[src/rtl/answer_judge_pkg.sv]
// answer_judge_pkg: shared types and constants for the answer judge.
package answer_judge_pkg;

    typedef enum logic [2:0] {
        IDLE,
        ASK,
        WAIT,
        JUDGE,
        NEXT,
        OVER
    } state_t;

    typedef logic [2:0] score_t;

    localparam logic [3:0] LAST_Q     = 4'd9;
    localparam logic [1:0] WINNER_TIE = 2'b00;
    localparam logic [1:0] WINNER_P1  = 2'b01;
    localparam logic [1:0] WINNER_P2  = 2'b10;

endpackage

[src/rtl/answer_judge_if.sv]
// answer_judge_if: player inputs, question answer and score/beep outputs.
interface answer_judge_if;
    logic       start;
    logic       btn_p1;
    logic       btn_p2;
    logic [3:0] ans_p1;
    logic [3:0] ans_p2;
    logic [3:0] bcd_ans;
    logic [3:0] bcd_state;
    logic       score_trig_p1;
    logic       score_trig_p2;
    logic       beep;
    logic       game_over;
    logic [1:0] winner;

    modport master (
        output start, btn_p1, btn_p2, ans_p1, ans_p2, bcd_ans,
        input  bcd_state, score_trig_p1, score_trig_p2, beep, game_over, winner
    );

    modport slave (
        input  start, btn_p1, btn_p2, ans_p1, ans_p2, bcd_ans,
        output bcd_state, score_trig_p1, score_trig_p2, beep, game_over, winner
    );
endinterface

[src/rtl/answer_judge_btn_edge.sv]
// btn_edge: 2-flop synchronizer, optional debounce (DEBOUNCE_EN), registered
// rising-edge pulse. One pulse per press regardless of hold time.
module btn_edge #(
    parameter int DEB_CYC = 16
) (
    input  logic clk,
    input  logic rst_n,
    input  logic btn,
    output logic buzz
);
    logic [1:0] sync_q, sync_d;
    logic       lvl;
    logic       lvl_prev_q, lvl_prev_d;
    logic       buzz_q, buzz_d;

`ifdef DEBOUNCE_EN
    localparam int CW = $clog2(DEB_CYC + 1);
    logic          filt_q, filt_d;
    logic [CW-1:0] cnt_q, cnt_d;

    // Filtered level follows the synchronized level only after DEB_CYC steady cycles.
    always_comb begin
        filt_d = filt_q;
        cnt_d  = '0;
        if (sync_q[1] != filt_q) begin
            if (cnt_q == CW'(DEB_CYC - 1)) filt_d = sync_q[1];
            else                            cnt_d  = cnt_q + 1'b1;
        end
    end

    // Debounce state registers.
    always_ff @(posedge clk or negedge rst_n) begin
        if (!rst_n) begin
            filt_q <= 1'b0;
            cnt_q  <= '0;
        end else begin
            filt_q <= filt_d;
            cnt_q  <= cnt_d;
        end
    end

    assign lvl = filt_q;
`else
    // An illegal window length shows up as a named marker block in the hierarchy.
    if (DEB_CYC < 1) begin : g_deb_cyc_invalid
    end

    assign lvl = sync_q[1];
`endif

    // Shift the raw button in and detect a low-to-high change of the clean level.
    always_comb begin
        sync_d     = {sync_q[0], btn};
        lvl_prev_d = lvl;
        buzz_d     = lvl & ~lvl_prev_q;
    end

    // Synchronizer, edge history and pulse registers.
    always_ff @(posedge clk or negedge rst_n) begin
        if (!rst_n) begin
            sync_q     <= '0;
            lvl_prev_q <= 1'b0;
            buzz_q     <= 1'b0;
        end else begin
            sync_q     <= sync_d;
            lvl_prev_q <= lvl_prev_d;
            buzz_q     <= buzz_d;
        end
    end

    assign buzz = buzz_q;
endmodule

[src/rtl/answer_judge.sv]
// answer_judge: steps questions 0..9, judges buzzed answers, emits score
// triggers, beeps and game-over/winner. DEBOUNCE_EN adds button debounce.
module answer_judge
    import answer_judge_pkg::*;
#(
    parameter int TIMEOUT_CYC = 1000,
    parameter int BEEP_CYC    = 8,
    parameter int WIN_SCORE   = 5,
    parameter int DEB_CYC     = 16
) (
    input logic           clk,
    input logic           rst_n,
    answer_judge_if.slave bus
);
    localparam int     TW  = $clog2(TIMEOUT_CYC);
    localparam int     BW  = $clog2(BEEP_CYC + 1);
    localparam score_t WIN = score_t'(WIN_SCORE);

    state_t        state_q, state_d;
    logic [3:0]    bcd_q, bcd_d;
    score_t        sc1_q, sc1_d, sc2_q, sc2_d;
    logic [TW-1:0] timer_q, timer_d;
    logic [BW-1:0] beep_q, beep_d;
    logic          trig1_q, trig1_d, trig2_q, trig2_d;
    logic          who_q, who_d;      // 1: player 2 owns the latched answer
    logic [3:0]    ans_q, ans_d;
    logic          beep_evt;
    logic          buzz1, buzz2;
    logic          game_end;

    btn_edge #(.DEB_CYC(DEB_CYC)) u_btn_p1 (.clk(clk), .rst_n(rst_n), .btn(bus.btn_p1), .buzz(buzz1));
    btn_edge #(.DEB_CYC(DEB_CYC)) u_btn_p2 (.clk(clk), .rst_n(rst_n), .btn(bus.btn_p2), .buzz(buzz2));

    assign game_end = (sc1_q == WIN) || (sc2_q == WIN) || (bcd_q == LAST_Q);

    // State and datapath registers.
    always_ff @(posedge clk or negedge rst_n) begin
        if (!rst_n) begin
            state_q <= IDLE;
            bcd_q   <= '0;
            sc1_q   <= '0;
            sc2_q   <= '0;
            timer_q <= '0;
            beep_q  <= '0;
            trig1_q <= 1'b0;
            trig2_q <= 1'b0;
            who_q   <= 1'b0;
            ans_q   <= '0;
        end else begin
            state_q <= state_d;
            bcd_q   <= bcd_d;
            sc1_q   <= sc1_d;
            sc2_q   <= sc2_d;
            timer_q <= timer_d;
            beep_q  <= beep_d;
            trig1_q <= trig1_d;
            trig2_q <= trig2_d;
            who_q   <= who_d;
            ans_q   <= ans_d;
        end
    end

    // Next-state logic of the question sequencer.
    always_comb begin
        state_d = state_q;
        unique case (state_q)
            IDLE:    if (bus.start) state_d = ASK;
            ASK:     state_d = WAIT;
            WAIT:    if (buzz1 | buzz2)       state_d = JUDGE;
                     else if (timer_q == '0)  state_d = NEXT;
            JUDGE:   state_d = NEXT;
            NEXT:    state_d = game_end ? OVER : ASK;
            OVER:    if (bus.start) state_d = ASK;
            default: state_d = IDLE;
        endcase
    end

    // Datapath updates: question index, scores, timer, buzz latch, triggers, beep.
    always_comb begin
        bcd_d    = bcd_q;
        sc1_d    = sc1_q;
        sc2_d    = sc2_q;
        timer_d  = timer_q;
        beep_d   = (beep_q != '0) ? beep_q - 1'b1 : beep_q;
        trig1_d  = 1'b0;
        trig2_d  = 1'b0;
        who_d    = who_q;
        ans_d    = ans_q;
        beep_evt = 1'b0;
        unique case (state_q)
            IDLE, OVER: if (bus.start) begin
                bcd_d = '0;
                sc1_d = '0;
                sc2_d = '0;
            end
            ASK: timer_d = TW'(TIMEOUT_CYC - 1);
            WAIT: begin
                if (buzz1 | buzz2) begin
                    // Simultaneous buzz: even question favours P1, odd favours P2.
                    who_d = buzz2 & (~buzz1 | bcd_q[0]);
                    ans_d = who_d ? bus.ans_p2 : bus.ans_p1;
                end else if (timer_q == '0) begin
                    beep_evt = 1'b1;
                end else begin
                    timer_d = timer_q - 1'b1;
                end
            end
            JUDGE: begin
                if (ans_q == bus.bcd_ans) begin
                    if (who_q) begin
                        trig2_d = 1'b1;
                        if (sc2_q != WIN) sc2_d = sc2_q + 1'b1;
                    end else begin
                        trig1_d = 1'b1;
                        if (sc1_q != WIN) sc1_d = sc1_q + 1'b1;
                    end
                end else begin
                    beep_evt = 1'b1;
                end
            end
            NEXT: if (!game_end) bcd_d = bcd_q + 1'b1;
            default: ;
        endcase
        // A new event restarts the beep window rather than stacking.
        if (beep_evt) beep_d = BW'(BEEP_CYC);
    end

    // Output decode; winner only meaningful while the game is over.
    always_comb begin
        bus.bcd_state     = bcd_q;
        bus.score_trig_p1 = trig1_q;
        bus.score_trig_p2 = trig2_q;
        bus.beep          = (beep_q != '0);
        bus.game_over     = (state_q == OVER);
        bus.winner        = WINNER_TIE;
        if (state_q == OVER) begin
            if (sc1_q > sc2_q)      bus.winner = WINNER_P1;
            else if (sc2_q > sc1_q) bus.winner = WINNER_P2;
        end
    end
endmodule

[src/flat_wrapper.sv]
// flat-port wrapper written by rule: the top's interface ports become plain ports
module answer_judge_flat import answer_judge_pkg::*;
#(
    parameter int TIMEOUT_CYC = 1000,
    parameter int BEEP_CYC    = 8,
    parameter int WIN_SCORE   = 5,
    parameter int DEB_CYC     = 16
)
  (clk, rst_n, bus_start, bus_btn_p1, bus_btn_p2, bus_ans_p1, bus_ans_p2, bus_bcd_ans, bus_bcd_state, bus_score_trig_p1, bus_score_trig_p2, bus_beep, bus_game_over, bus_winner);
  answer_judge_if bus_i ();
  input logic clk;
  input logic rst_n;
  input wire logic [$bits(bus_i.start)-1:0] bus_start;
  input wire logic [$bits(bus_i.btn_p1)-1:0] bus_btn_p1;
  input wire logic [$bits(bus_i.btn_p2)-1:0] bus_btn_p2;
  input wire logic [$bits(bus_i.ans_p1)-1:0] bus_ans_p1;
  input wire logic [$bits(bus_i.ans_p2)-1:0] bus_ans_p2;
  input wire logic [$bits(bus_i.bcd_ans)-1:0] bus_bcd_ans;
  output wire logic [$bits(bus_i.bcd_state)-1:0] bus_bcd_state;
  output wire logic [$bits(bus_i.score_trig_p1)-1:0] bus_score_trig_p1;
  output wire logic [$bits(bus_i.score_trig_p2)-1:0] bus_score_trig_p2;
  output wire logic [$bits(bus_i.beep)-1:0] bus_beep;
  output wire logic [$bits(bus_i.game_over)-1:0] bus_game_over;
  output wire logic [$bits(bus_i.winner)-1:0] bus_winner;
  assign bus_i.start = bus_start;
  assign bus_i.btn_p1 = bus_btn_p1;
  assign bus_i.btn_p2 = bus_btn_p2;
  assign bus_i.ans_p1 = bus_ans_p1;
  assign bus_i.ans_p2 = bus_ans_p2;
  assign bus_i.bcd_ans = bus_bcd_ans;
  assign bus_bcd_state = bus_i.bcd_state;
  assign bus_score_trig_p1 = bus_i.score_trig_p1;
  assign bus_score_trig_p2 = bus_i.score_trig_p2;
  assign bus_beep = bus_i.beep;
  assign bus_game_over = bus_i.game_over;
  assign bus_winner = bus_i.winner;
  answer_judge #(.TIMEOUT_CYC(TIMEOUT_CYC), .BEEP_CYC(BEEP_CYC), .WIN_SCORE(WIN_SCORE), .DEB_CYC(DEB_CYC)) u_core (.clk(clk), .rst_n(rst_n), .bus(bus_i));
endmodule
[config.mk]
export PLATFORM = sky130hd
export DESIGN_NAME = answer_judge_flat
export DESIGN_NICKNAME = d
export VERILOG_FILES = /design/src/rtl/answer_judge_pkg.sv /design/src/rtl/answer_judge_if.sv /design/src/rtl/answer_judge_btn_edge.sv /design/src/rtl/answer_judge.sv /design/src/flat_wrapper.sv
export SDC_FILE = /design/constraint.sdc
export NUM_CORES = 1
export LEC_CHECK = 0
export CAP_MARGIN = 20
export CORE_MARGIN = 3
export CORE_UTILIZATION = 45
export CTS_CLUSTER_SIZE = 30
export DETAILED_ROUTE_END_ITERATION = 8
export PLACE_DENSITY = 0.66
export SLEW_MARGIN = 20
export SYNTH_ARGS = -nofsm -noshare
export SYNTH_HDL_FRONTEND = slang
export SYNTH_HIERARCHICAL = 1
export SYNTH_SLANG_ARGS = --single-unit
[constraint.sdc]
create_clock -name clk -period 2.4 [get_ports clk]
set_input_delay 0.48 -clock clk [delete_from_list [all_inputs] [get_ports clk]]
set_output_delay 0.48 -clock clk [all_outputs]
set_load 0.05 [all_outputs]
==> results.md <==
* Vias in the first global route at 1,689
* Largest net degree at the start of global routing at 43
* Mapped cell area at around 2300 um^2
* Vias per inst at 5.30
* EDFF count, synth at 0
* Die X at 77.2 um
* Initial antenna violation count at 0
* Starting Density at 0.473
* Port Buf Inserts at 26
* Mapped Cells at 226
* Fin. max-slew vios at 0
* Register area share after synthesis at 0.461
* CP peak stage delay at 450 ps
* GRT Total Usage at 0.160
* Core Area at 4820 um^2
* P&R area growth vs syn at 19.8%
* Total CTS buffers at 5
* R2R setup slack at 430 ps
* Maximum vdd ir drop at 0.490 mV
* H-tree depth at 2
* Dpl ws at 248 ps
* Startpoint types: register
* Num ports at 27
* Worst Setup SP: u_core/sc2_q[1]
* Slowest cell on crit path: dfrtp_2
* Worst Slack Setup Final at 39.1 ps
* #FFs+latches synth at 42
* Hold buffers post-CTS at 0
* Final hold violations at 0
* First-pass GRT wire length at 7.56 mm
* Buf/Inv on CP at 1
* Placed cell count at ~310
* GP Congestion at about 0.8
* Clock Skews at 11.4 ps
* Class of the worst hold path: in -> async
* Post-synthesis area per instance at 10.1 um^2
* CP required at 1920 ps
* Worst r2r path cells at 6
* Synthesized Nets at between 200 and 300
* Critical Path Sink Type: output port
* Hold slack at 225 ps
* Final nets at about 280
* Reg clk slew, reported paths at 90 ps
* Slew margin rel. at 0.526
* FFs w/ async S/R, synth at 1.00
* R2r endpoint: u_core/timer_q[2]
* CP arrival at 1880 ps
* Clock root buffer: clkbuf_8
* Synthesis Warnings at 6
* Crit Path Class: reg -> out
* Max-cap violations at 0
* Die boundary height at 77.2 um
* CTS tree: done
* Crit-path cells: ha_4 > nor2b_4 > o21a_1 > nor2_2 > a311oi_2 > clkbuf_16
* Top FF cell, synth: dfrtp_1
* Total Wirelength at 4.32 mm
* RR Startpoint: u_core/timer_q[0]
* Drt wl/cell at 13.4 um
* Antenna cells at 0
* FP Rows at 25
* RSZ-0062 raised after global routing: true
* Longest Clk Path Bufs at 2
* CP top delay family: compound AO/OA/AOI/OAI gates
* Final worst path period share at 0.984
* Post-route ant nets at 0
* HPWL Detailed at 3.20 mm
* Pleak at 1.17 nW
* Cell Pwr Density at 862 nW/um^2
* Max Fclk at 424 MHz
* Setup Viol. Count Final at 0
* Post-route DRC at 0
* Die Area at between 5000 and 6000 um^2
* Post-layout minimum cycle time at roughly 2400 ps
* Outcome: finished, final reports clean
* DRT Pass-1 Iters at 4
* Total grt overflow at 0
* Share of cells above drive strength 1 at 0.129
* Via count at 1,708
* Worst skew pair latency at 300 ps
* Final cell count without fillers at ~320
* Synth cell types at 53
* Worst Tran Pin Value at 706 ps
* CP max FO at 4
* Initial DRC Count at 65
* Clock Sinks at 42
==> through the flow <==
step | area (um^2) | utilization | TNS [ps] | total power [mW]
after floorplan | 2290 | - | 0 | 1.70
after global placement | 2600 | 0.540 | 0 | 1.88
after detailed placement | 2600 | 0.540 | 0 | 1.90
after CTS | 2690 | 0.559 | 0 | 2.37
after global routing | 2730 | 0.566 | -52.1 | 2.54
final | 2730 | 0.566 | 0 | 2.35
==> synth_stat cells, types with 2 or more instances <==
library cell / n / share of area
nor4_1: 3 / 0.0082
a21boi_0: 2 / 0.0066
clkbuf_8: 2 / 0.012
ha_1: 12 / 0.066
buf_2: 2 / 0.0044
or3_1: 3 / 0.0082
nand3_1: 7 / 0.015
inv_1: 18 / 0.030
a311oi_1: 2 / 0.0077
and3_1: 2 / 0.0055
nand4_1: 2 / 0.0055
o311ai_0: 2 / 0.0077
nand2b_1: 4 / 0.011
or2_2: 2 / 0.0055
o211ai_1: 2 / 0.0066
nor2b_1: 3 / 0.0082
dfrtp_1: 42 / 0.46
xor2_1: 2 / 0.0077
nor3b_1: 3 / 0.0099
o31ai_1: 3 / 0.0099
clkbuf_1: 3 / 0.0049
nor3_1: 7 / 0.015
o41ai_1: 2 / 0.0077
o21ai_0: 12 / 0.026
or4_1: 4 / 0.013
mux2_2: 2 / 0.0099
xnor2_1: 5 / 0.019
mux2i_1: 8 / 0.035
nor2b_4: 2 / 0.012
o2111ai_1: 2 / 0.0077
o2bb2ai_1: 2 / 0.0077
nor2_1: 17 / 0.028
nand2_1: 22 / 0.036
==> cells in the final DEF (no fill, tap or decap), types with 2 or more instances in the layout <==
cell type / n
dfrtp_1: 41
nand2_1: 22
clkdlybuf4s50_1: 21
inv_1: 17
nor2_1: 16
o21ai_0: 11
ha_1: 11
mux2i_1: 8
nand3_1: 7
nor3_1: 6
clkbuf_8: 5
xnor2_1: 5
buf_4: 4
nand2b_1: 4
or4_1: 4
nor2b_4: 3
nor4_1: 3
nor3b_1: 3
or3_1: 3
o31ai_1: 3
nand4_1: 2
nor2b_1: 2
o2bb2ai_1: 2
o41ai_1: 2
xor2_1: 2
o21ai_1: 2
mux2_2: 2
o311ai_0: 2
and3_1: 2
or2_2: 2
o211ai_1: 2
o2111ai_1: 2
a21boi_0: 2
==> flip-flops by register name (all words and copies together) (netlist names) <==
register	cells
u_core/sc1_q	3
u_core/bus.score_trig_p2	1
u_core/state_q	3
u_core/sc2_q	3
u_core/u_btn_p1/sync_q	2
u_core/who_q	1
u_core/u_btn_p1/buzz	1
u_core/timer_q	10
u_core/beep_q	4
u_core/u_btn_p2/lvl_prev_q	1
u_core/u_btn_p2/sync_q	2
u_core/bus.bcd_state	4
u_core/ans_q	4
u_core/u_btn_p2/buzz	1
u_core/u_btn_p1/lvl_prev_q	1
u_core/bus.score_trig_p1	1
==> worst max-delay path by stage <==
stage	to	slack [ps]	cells past startpoint
after floorplan	bus_winner[1]	190	6
after detailed placement	u_core/sc2_q[1]	250	5
final	bus_winner[1]	40	6
after global routing	bus_winner[1]	-50	7
after CTS	bus_winner[1]	50	7
after global placement	u_core/sc2_q[1]	260	5
==> where the power goes <==
part | internal [mW] | switching, mW | total [mW]
logic | 0.359 | 0.493 | 0.851
registers | 0.855 | 0.186 | 1.04
clock network | 0.204 | 0.255 | 0.459
==> cells by family (layout without fill, tap and decap cells) <==
logic type / count (synthesis) / count (layout) / share of synthesized area
mux: 10 / 10 / 0.0450
xor+xnor: 7 / 7 / 0.0269
fa+ha+maj: 12 / 12 / 0.0659
buf+inv: 25 / 54 / 0.0511
compound gates: 40 / 40 / 0.124
simple gates: 90 / 90 / 0.226
flops: 42 / 42 / 0.461
==> layout make-up <==
type                            instances  area, um^2
Clock inverter                          3        21.3
Multi-Input combinational cell        159        1140
Timing Repair Buffer                   28         290
Sequential cell                        42        1050
Clock buffer                            5        68.8
Fill cell                             448        2090
Tap cell                               67        83.8
Inverter                               18        67.6
==> layer usage <==
metal | share of wire | up-vias | track usage
met4 | 0.020 | 0 | 0.0747
met3 | 0.029 | 7 | 0.0340
li1 | - | 863 | -
met1 | 0.48 | 808 | 0.202
met5 | 0 | - | 0
met2 | 0.47 | 30 | 0.261
==> what timing repair did <==
item / CTS / global route
setup endpoints to repair: 0 / 1
gates resized for setup: 0 / 7
buffers inserted: 0 / 1
No activity file was read; power rests on OpenSTA's default activity.
